## config.mk

```make
export PLATFORM = sky130hd
export DESIGN_NAME = addecrc_pad_flat
export DESIGN_NICKNAME = d
export VERILOG_FILES = /design/src/rtl/addecrc_pad_if.sv /design/src/rtl/addecrc_pad.sv /design/src/flat_wrapper.sv
export SDC_FILE = /design/constraint.sdc
export NUM_CORES = 1
export LEC_CHECK = 0
export CAP_MARGIN = 20
export CORE_ASPECT_RATIO = 1.4
export CORE_MARGIN = 8
export CORE_UTILIZATION = 55
export DETAILED_ROUTE_END_ITERATION = 7
export MAX_ROUTING_LAYER = met4
export PLACE_DENSITY = 0.71
export SKIP_CTS_REPAIR_TIMING = 1
export SLEW_MARGIN = 20
export SYNTH_ARGS = -nofsm -noshare
export SYNTH_HDL_FRONTEND = slang
export SYNTH_SLANG_ARGS = --single-unit
```

## constraint.sdc

```tcl
create_clock -name i_clk -period 6.7 [get_ports i_clk]
set_input_delay 1.005 -clock i_clk [delete_from_list [all_inputs] [get_ports i_clk]]
set_output_delay 1.005 -clock i_clk [all_outputs]
set_load 0.02 [all_outputs]
```

## src/rtl/addecrc_pad_if.sv

```systemverilog
// Nibble stream bus between the MAC framer, the pad/FCS stage and the preamble inserter.
// Latency: none (wires only).
// Backpressure: o_busy tells the source to hold i_v low while padding or appending the FCS.
interface addecrc_pad_if;
  logic       i_ce;
  logic       i_en;
  logic       i_cancel;
  logic       i_v;
  logic [3:0] i_d;
  logic       o_v;
  logic [3:0] o_d;
  logic       o_busy;

  modport master (
    output i_ce, i_en, i_cancel, i_v, i_d,
    input  o_v, o_d, o_busy
  );

  modport slave (
    input  i_ce, i_en, i_cancel, i_v, i_d,
    output o_v, o_d, o_busy
  );
endinterface

```

## src/rtl/addecrc_pad.sv

```systemverilog
// Zero-pads short Ethernet frames to MIN_NIBBLES and appends the 32-bit FCS, low nibble first.
// Latency: one i_ce from each input nibble to its output nibble; output is gap-free through the FCS.
// Backpressure: o_busy is high during PAD/FCS; input nibbles arriving then are ignored.
module addecrc_pad #(
  parameter int MIN_NIBBLES = 120,
  parameter int CW          = 8
) (
  input  logic         i_clk,
  input  logic         i_reset,
  addecrc_pad_if.slave bus
);

  localparam logic [31:0]   POLY     = 32'hEDB88320;
  localparam logic [31:0]   CRC_INIT = 32'hFFFFFFFF;
  localparam logic [CW-1:0] MIN_C    = CW'(MIN_NIBBLES);

  typedef enum logic [1:0] {IDLE, DATA, PAD, FCS} state_t;

  state_t        state_q, state_d;
  logic [31:0]   crc_q, crc_d;
  logic [CW-1:0] count_q, count_d;
  logic [3:0]    fcnt_q, fcnt_d;
  logic          en_q, en_d;
  logic          o_v_q, o_v_d;
  logic [3:0]    o_d_q, o_d_d;
  logic          busy_q, busy_d;

  logic [31:0]   fcs_w;
  logic [31:0]   fcs_sh;
  logic [3:0]    fcs_nib;
  logic [CW-1:0] count_inc;

  // Four LSB-first steps of the reflected CRC-32 for one nibble.
  function automatic logic [31:0] crc_nib(input logic [31:0] c, input logic [3:0] d);
    logic [31:0] r;
    logic        fb;
    r = c;
    for (int i = 0; i < 4; i++) begin
      fb = r[0] ^ d[i];
      r  = r >> 1;
      if (fb) r = r ^ POLY;
    end
    return r;
  endfunction

  // FCS nibble selection and the saturating frame-length counter.
  always_comb begin
    fcs_w     = ~crc_q;
    fcs_sh    = fcs_w >> {fcnt_q[2:0], 2'b00};
    fcs_nib   = fcs_sh[3:0];
    count_inc = (count_q < MIN_C) ? count_q + 1'b1 : count_q;
  end

  // Next-state and next-output logic; everything holds unless i_ce is high.
  always_comb begin
    state_d = state_q;
    crc_d   = crc_q;
    count_d = count_q;
    fcnt_d  = fcnt_q;
    en_d    = en_q;
    o_v_d   = o_v_q;
    o_d_d   = o_d_q;
    busy_d  = busy_q;

    if (bus.i_ce) begin
      if (bus.i_cancel) begin
        // Abort wins over any incoming nibble; drop straight back to idle.
        state_d = IDLE;
        crc_d   = CRC_INIT;
        count_d = '0;
        fcnt_d  = '0;
        en_d    = 1'b0;
        o_v_d   = 1'b0;
        o_d_d   = 4'h0;
      end else begin
        unique case (state_q)
          IDLE: begin
            if (bus.i_v) begin
              en_d    = bus.i_en;
              o_v_d   = 1'b1;
              o_d_d   = bus.i_d;
              crc_d   = crc_nib(CRC_INIT, bus.i_d);
              count_d = (MIN_C != '0) ? CW'(1) : '0;
              state_d = DATA;
            end else begin
              o_v_d = 1'b0;
              o_d_d = 4'h0;
            end
          end

          DATA: begin
            if (bus.i_v) begin
              o_v_d   = 1'b1;
              o_d_d   = bus.i_d;
              crc_d   = crc_nib(crc_q, bus.i_d);
              count_d = count_inc;
            end else if (!en_q) begin
              // Pass-through frame: no pad, no FCS.
              o_v_d   = 1'b0;
              o_d_d   = 4'h0;
              crc_d   = CRC_INIT;
              count_d = '0;
              state_d = IDLE;
            end else if (count_q < MIN_C) begin
              o_v_d   = 1'b1;
              o_d_d   = 4'h0;
              crc_d   = crc_nib(crc_q, 4'h0);
              count_d = count_inc;
              state_d = PAD;
            end else begin
              o_v_d   = 1'b1;
              o_d_d   = fcs_w[3:0];
              fcnt_d  = 4'd1;
              state_d = FCS;
            end
          end

          PAD: begin
            if (count_q < MIN_C) begin
              o_v_d   = 1'b1;
              o_d_d   = 4'h0;
              crc_d   = crc_nib(crc_q, 4'h0);
              count_d = count_inc;
            end else begin
              // Minimum reached: first FCS nibble follows the last pad with no gap.
              o_v_d   = 1'b1;
              o_d_d   = fcs_w[3:0];
              fcnt_d  = 4'd1;
              state_d = FCS;
            end
          end

          FCS: begin
            if (fcnt_q == 4'd8) begin
              o_v_d   = 1'b0;
              o_d_d   = 4'h0;
              crc_d   = CRC_INIT;
              count_d = '0;
              fcnt_d  = '0;
              state_d = IDLE;
            end else begin
              o_v_d  = 1'b1;
              o_d_d  = fcs_nib;
              fcnt_d = fcnt_q + 4'd1;
            end
          end

          default: state_d = IDLE;
        endcase
      end
      busy_d = (state_d == PAD) || (state_d == FCS);
    end
  end

  // State and registered outputs; reset clears the packet without emitting a partial FCS.
  always_ff @(posedge i_clk or posedge i_reset) begin
    if (i_reset) begin
      state_q <= IDLE;
      crc_q   <= CRC_INIT;
      count_q <= '0;
      fcnt_q  <= '0;
      en_q    <= 1'b0;
      o_v_q   <= 1'b0;
      o_d_q   <= 4'h0;
      busy_q  <= 1'b0;
    end else begin
      state_q <= state_d;
      crc_q   <= crc_d;
      count_q <= count_d;
      fcnt_q  <= fcnt_d;
      en_q    <= en_d;
      o_v_q   <= o_v_d;
      o_d_q   <= o_d_d;
      busy_q  <= busy_d;
    end
  end

  assign bus.o_v    = o_v_q;
  assign bus.o_d    = o_d_q;
  assign bus.o_busy = busy_q;

endmodule

```

## src/flat_wrapper.sv

```systemverilog
// flat-port wrapper written by rule: the top's interface ports become plain ports
module addecrc_pad_flat 
#(
  parameter int MIN_NIBBLES = 120,
  parameter int CW          = 8
)
  (i_clk, i_reset, bus_i_ce, bus_i_en, bus_i_cancel, bus_i_v, bus_i_d, bus_o_v, bus_o_d, bus_o_busy);
  addecrc_pad_if bus_i ();
  input  logic i_clk;
  input  logic i_reset;
  input wire logic [$bits(bus_i.i_ce)-1:0] bus_i_ce;
  input wire logic [$bits(bus_i.i_en)-1:0] bus_i_en;
  input wire logic [$bits(bus_i.i_cancel)-1:0] bus_i_cancel;
  input wire logic [$bits(bus_i.i_v)-1:0] bus_i_v;
  input wire logic [$bits(bus_i.i_d)-1:0] bus_i_d;
  output wire logic [$bits(bus_i.o_v)-1:0] bus_o_v;
  output wire logic [$bits(bus_i.o_d)-1:0] bus_o_d;
  output wire logic [$bits(bus_i.o_busy)-1:0] bus_o_busy;
  assign bus_i.i_ce = bus_i_ce;
  assign bus_i.i_en = bus_i_en;
  assign bus_i.i_cancel = bus_i_cancel;
  assign bus_i.i_v = bus_i_v;
  assign bus_i.i_d = bus_i_d;
  assign bus_o_v = bus_i.o_v;
  assign bus_o_d = bus_i.o_d;
  assign bus_o_busy = bus_i.o_busy;
  addecrc_pad #(.MIN_NIBBLES(MIN_NIBBLES), .CW(CW)) u_core (.i_clk(i_clk), .i_reset(i_reset), .bus(bus_i));
endmodule
```

### Yosys cells after proc, flatten, opt, wreduce, memory -nomap -nowiden

Index checks and enable logic that the tools add are counted.

* register bits after elaboration: 53
* bits of input ports: 10
* output and inout bits: 6
* word-level logic and storage cells: 169

* add/sub/neg operators: 2
* magnitude comparators: 1
* equal/unequal tests: 12
* shift operators: 1
* mux-type cells: 115
* bitwise logic cells: 21
* reductions and logical operators: 9

Operators by type and width (number)
* $mux W32: 75
* $not A13 Y14: 13
* $pmux W32 S4: 1
* $mux W8: 7
* $mux W4: 11
* $not A32 Y32: 1
* $pmux W8 S4: 1
* $shr A32 B5 Y4: 1
* $pmux W4 S4: 1
* $mux W2: 7
* $pmux W4 S3: 1
* $mux W1: 9
* $ne A3 B2 Y1 const B: 3
* $add A8 B1 Y8 const B: 1
* $eq A2 B2 Y1 const B: 4
* $lt A8 B7 Y1 const B: 1
* $pmux W2 S4: 1
* $xor A1 B1 Y1: 7
* $ne A3 B3 Y1 const B: 2
* $reduce_and A3 Y1: 2
* $ne A5 B5 Y1 const B: 1
* $reduce_and A5 Y1: 1
* $add A4 B1 Y4 const B: 1
* $eq A4 B4 Y1 const B: 1
* 7 further kinds: 8

### Longest topological paths before layout

* depth after elaboration: 31
* mapped depth: 9
* gate-level depth less buffers: 7

### Worst setup path before layout

No wires, ideal clock.

* kind: in2reg
* start: input port bus_i_d[2]
* end: register u_core.crc_q[20]
* setup time: 0.085 ns
* arrival time: 2.367 ns
* required time: 6.615 ns
* setup slack: 4.248 ns
* stages: 6
* path buffers: 1
* cell sequence: buf_4 -> xnor3_1 -> or2_1 -> mux2_2 -> a211oi_1 -> o21ai_0

* word-level cells in the longest chain between the ends: 11
* elaborated cells between the ends (all ways): 20
* classes of those cells: mux (16); bitwise (4)

Ends and longest elaborated chain
* start, declared: line flat_wrapper.sv:15 `input wire logic [$bits(bus_i.i_d)-1:0] bus_i_d;`
* $xor A1 B1 Y1: line addecrc_pad.sv:39 `fb = r[0] ^ d[i];`
* $mux W32: line addecrc_pad.sv:41 `if (fb) r = r ^ POLY;`
* $mux W32 (on tied branches): line addecrc_pad.sv:92, addecrc_pad.sv:78
* $mux W32: line addecrc_pad.sv:76 `unique case (state_q)`
* $mux W32: line addecrc_pad.sv:66 `if (bus.i_cancel) begin`
* $mux W32: line addecrc_pad.sv:65 `if (bus.i_ce) begin`
* $not A13 Y14 (no line)
* $mux W32: line addecrc_pad.sv:41
* $mux W32 (on tied branches): line addecrc_pad.sv:92, addecrc_pad.sv:78
* $pmux W32 S4 (*): line addecrc_pad.sv:76
* $mux W32 (*): line addecrc_pad.sv:66
* end signal, assigned: line addecrc_pad.sv:168 `crc_q <= crc_d;`
* end, declared: line addecrc_pad.sv:20 `logic [31:0] crc_q, crc_d;`

Every way passes the cells marked *; elsewhere a longest branch is shown, timed or not. The select of a mux whose other input is x is not followed.
A chain may end at the register's enable or synchronous reset.

### Worst setup path in the final report

* start: input port bus_i_v
* end: register u_core.crc_q[28]

* word-level cells in the longest chain between the ends: 3
* elaborated cells between the ends (all ways): 6
* classes of those cells: eq/ne (2); mux (3); reduce/logical (1)

Ends and longest elaborated chain
* start, declared: line flat_wrapper.sv:14 `input wire logic [$bits(bus_i.i_v)-1:0] bus_i_v;`
* $mux W32: line addecrc_pad.sv:92 `if (bus.i_v) begin`
* $pmux W32 S4: line addecrc_pad.sv:76
* $mux W32: line addecrc_pad.sv:66

Parallel ways exist; a longest one is shown, timed or not.

==> impl_results.md <==
* Status: completed
* Layout cells sized above 1 at 14.78%
* Antenna Cells at 0
* Tot Pwr at 1.229 mW
* Critical Path Source Type: primary input
* Max Transition Viols Final at 0
* Leading cell type in the layout, fill and taps excluded: nand2_1
* Clk sinks at 53
* Met2 Usage GRT at 41.61%
* FILL cells at 706
* Die Width at 92.16 um
* Vias in the first global route at 4,013
* Area delta synth->final at 7.061%
* Syn_nets at 512
* Drt wl/cell at 23.46 um
* F_max at 286.9 MHz
* Initial drt markers at 492
* Cells along the critical path: clkdlybuf4s50_1, o41a_1, a31oi_4, nor2_1, a32oi_1
* Post-DP HPWL at 9217 um
* Setup CP Type: in -> reg
* Post-synth EDFFs at 0
* Crit path largest cell delay at 0.81 ns
* Pleak at 1.868 nW
* CTS H-tree lvls at 2
* Post-synthesis sequential area ratio at 30.60%
* Residual DRC at 0
* PortBufs at 15
* Fin crit period at 3.486 ns
* Max Cap Viol at 0
* Total wire length at 13,820 um
* Post-Syn Area at 4466 um2
* Busiest grt layer: met2
* RePlAce Congestion at 0.9386
* Crit path required time at 6.92 ns
* Clock transition at path regs at 0.07 ns
* Global-route wire length before repair at 22,100 um
* Remaining global-route overflow at 0
* Met3 GRT Util at 3.550%
* DRT Pass-1 Iters at 5
* Peak VDD IR at 136.9 uV
* Yosys warnings at 0
* Root Buffer Master: clkbuf_16
* Starting Density at 55.80%
* Drt via density at 6.958
* CTS tree: built
* Synth async-reset ratio at 100.0%
* Synth Flop Type: dfstp_2
* Largest net degree at the start of global routing at 54
* CP max FO at 27
* Crit. End Element: flip-flop
* Critical Path Slowest Stage Cell: clkdlybuf4s50_1
* Clock Latency Late Sink at 0.30 ns
* Top-Level Pins at 16
* Core Area at 8003 um2
* DR vias at 4,098
* # rows at 39
* Hold Crit Class: reg -> reg
* Final TNS setup at 0 ns
* Die area at 11,300 um2
* Skew final at 0.004739 ns
* Most frequent cells in the layout: nand2_1 (43), nor2_1 (42), a21oi_1 (40), o21ai_0 (40), dfstp_2 (32)
* Yosys reg bits at 53
* Crit path DAT at 3.71 ns
* Die height at 122.6 um
* Fin nets at 499
* Post-DRT Antenna Nets at 0
* Fin crit share at 52.02%
* CTS Buffer Depth at 2
* Final hold viol count at 0
* Avg Inst Size Synth at 8.949 um2
* Slew margin rel. at 44.34%
* Initial antenna violation count at 0
* Synth unique cells at 80
* Total Routing Usage GR at 25.66%
* Grt met1 use at 29.72%
* Setup violators final at 0
* CTS buffer count at 5
* Mapped Cells at 499
* RSZ-0062 raised after global routing: no
* Slew of the pin with the lowest slew margin at 0.8350 ns
* Cell area power density at 257.1 nW/um2
per-layer routing:
metal | vias to the layer above | part of all wire [%]
li1 | 1820 | -
met2 | 252 | 48
met4 | 0 | 6.3
met5 | - | 0
met1 | 1958 | 38
met3 | 68 | 7.7
cells by family after synthesis:
family	share of synthesized area, %
buffers and inverters	5.996
flip-flops	30.60
AO/OA/AOI/OAI	26.20
adder cells (fa/ha/maj)	0.8407
XOR/XNOR	14.57
AND/OR/NAND/NOR	14.46
multiplexers	7.341
final timing paths:
| path | from | endpoint | slack, ns | cells past startpoint |
|---|---|---|---|---|
| min in group asynchronous | i_reset | u_core.count_q[7] | 1.16 | 2 |
| hold / removal | u_core.crc_q[15] | u_core.crc_q[15] | 0.46 | 2 |
| hold reg to reg | u_core.crc_q[15] | u_core.crc_q[15] | 0.46 | 2 |
| setup / recovery | bus_i_v | u_core.crc_q[28] | 3.21 | 5 |
| setup reg to reg | u_core.fcnt_q[0] | u_core.crc_q[28] | 3.69 | 7 |
| max in group asynchronous | i_reset | u_core.state_q[0] | 5.07 | 2 |
registers in the layout, summed over array words and instances (netlist names):
name,count
u_core.bus.o_busy,1
u_core.crc_q,32
u_core.bus.o_d,4
u_core.count_q,8
u_core.state_q,2
u_core.en_q,1
u_core.bus.o_v,1
u_core.fcnt_q,4
Yosys cell counts, drive strengths merged (9+ instances only):
library cell,number,share of area [%]
a211oi,10,1.7
a31oi,12,2.0
dfrtp,21,12
dfstp,32,19
nand2,43,3.6
clkbuf,22,1.8
a21oi,41,4.7
xor2,14,2.9
nor2,42,3.5
nand3,9,1.0
o21ai,41,4.7
inv,13,1.1
a22oi,9,1.5
mux2i,11,2.5
buf,20,2.9
xnor2,30,6.5
layout make-up:
class,count,area (um2),share of cell area (%)
Clock inverter,3,68.82,1.439
Inverter,15,58.81,1.230
Timing Repair Buffer,22,202.7,4.240
Multi-Input combinational cell,389,2831,59.23
Clock buffer,5,125.1,2.617
Tap cell,102,127.6,2.669
Sequential cell,53,1366,28.58
power breakdown:
group          internal [mW]  total, mW  switching, mW
Clock                  0.216      0.349          0.133
Combinational          0.192      0.429          0.237
Sequential             0.384      0.452         0.0683
Total                  0.792       1.23          0.438
critical path, delay by kind of cell:
family,cells,cell delay [ns]
compound gates,3,1.65
buf+inv,1,0.81
simple gates,1,0.23
through the flow:
| stage | area [um2] | util, % | hold slack [ns] | cells | setup WS, ns |
|---|---|---|---|---|---|
| CTS | 4781 | 59.74 | 0.4665 | 589 | 3.252 |
| global placement | 4584 | 57.29 | 0.4521 | 581 | 2.983 |
| floorplan | 4466 | - | 0.4384 | 499 | 4.248 |
| finish | 4781 | 59.74 | 0.4641 | 589 | 3.214 |
| detailed placement | 4587 | 57.32 | 0.4558 | 581 | 2.942 |
| global route | 4781 | 59.74 | 0.4927 | 589 | 3.006 |
No activity file was read; power rests on OpenSTA's default activity.
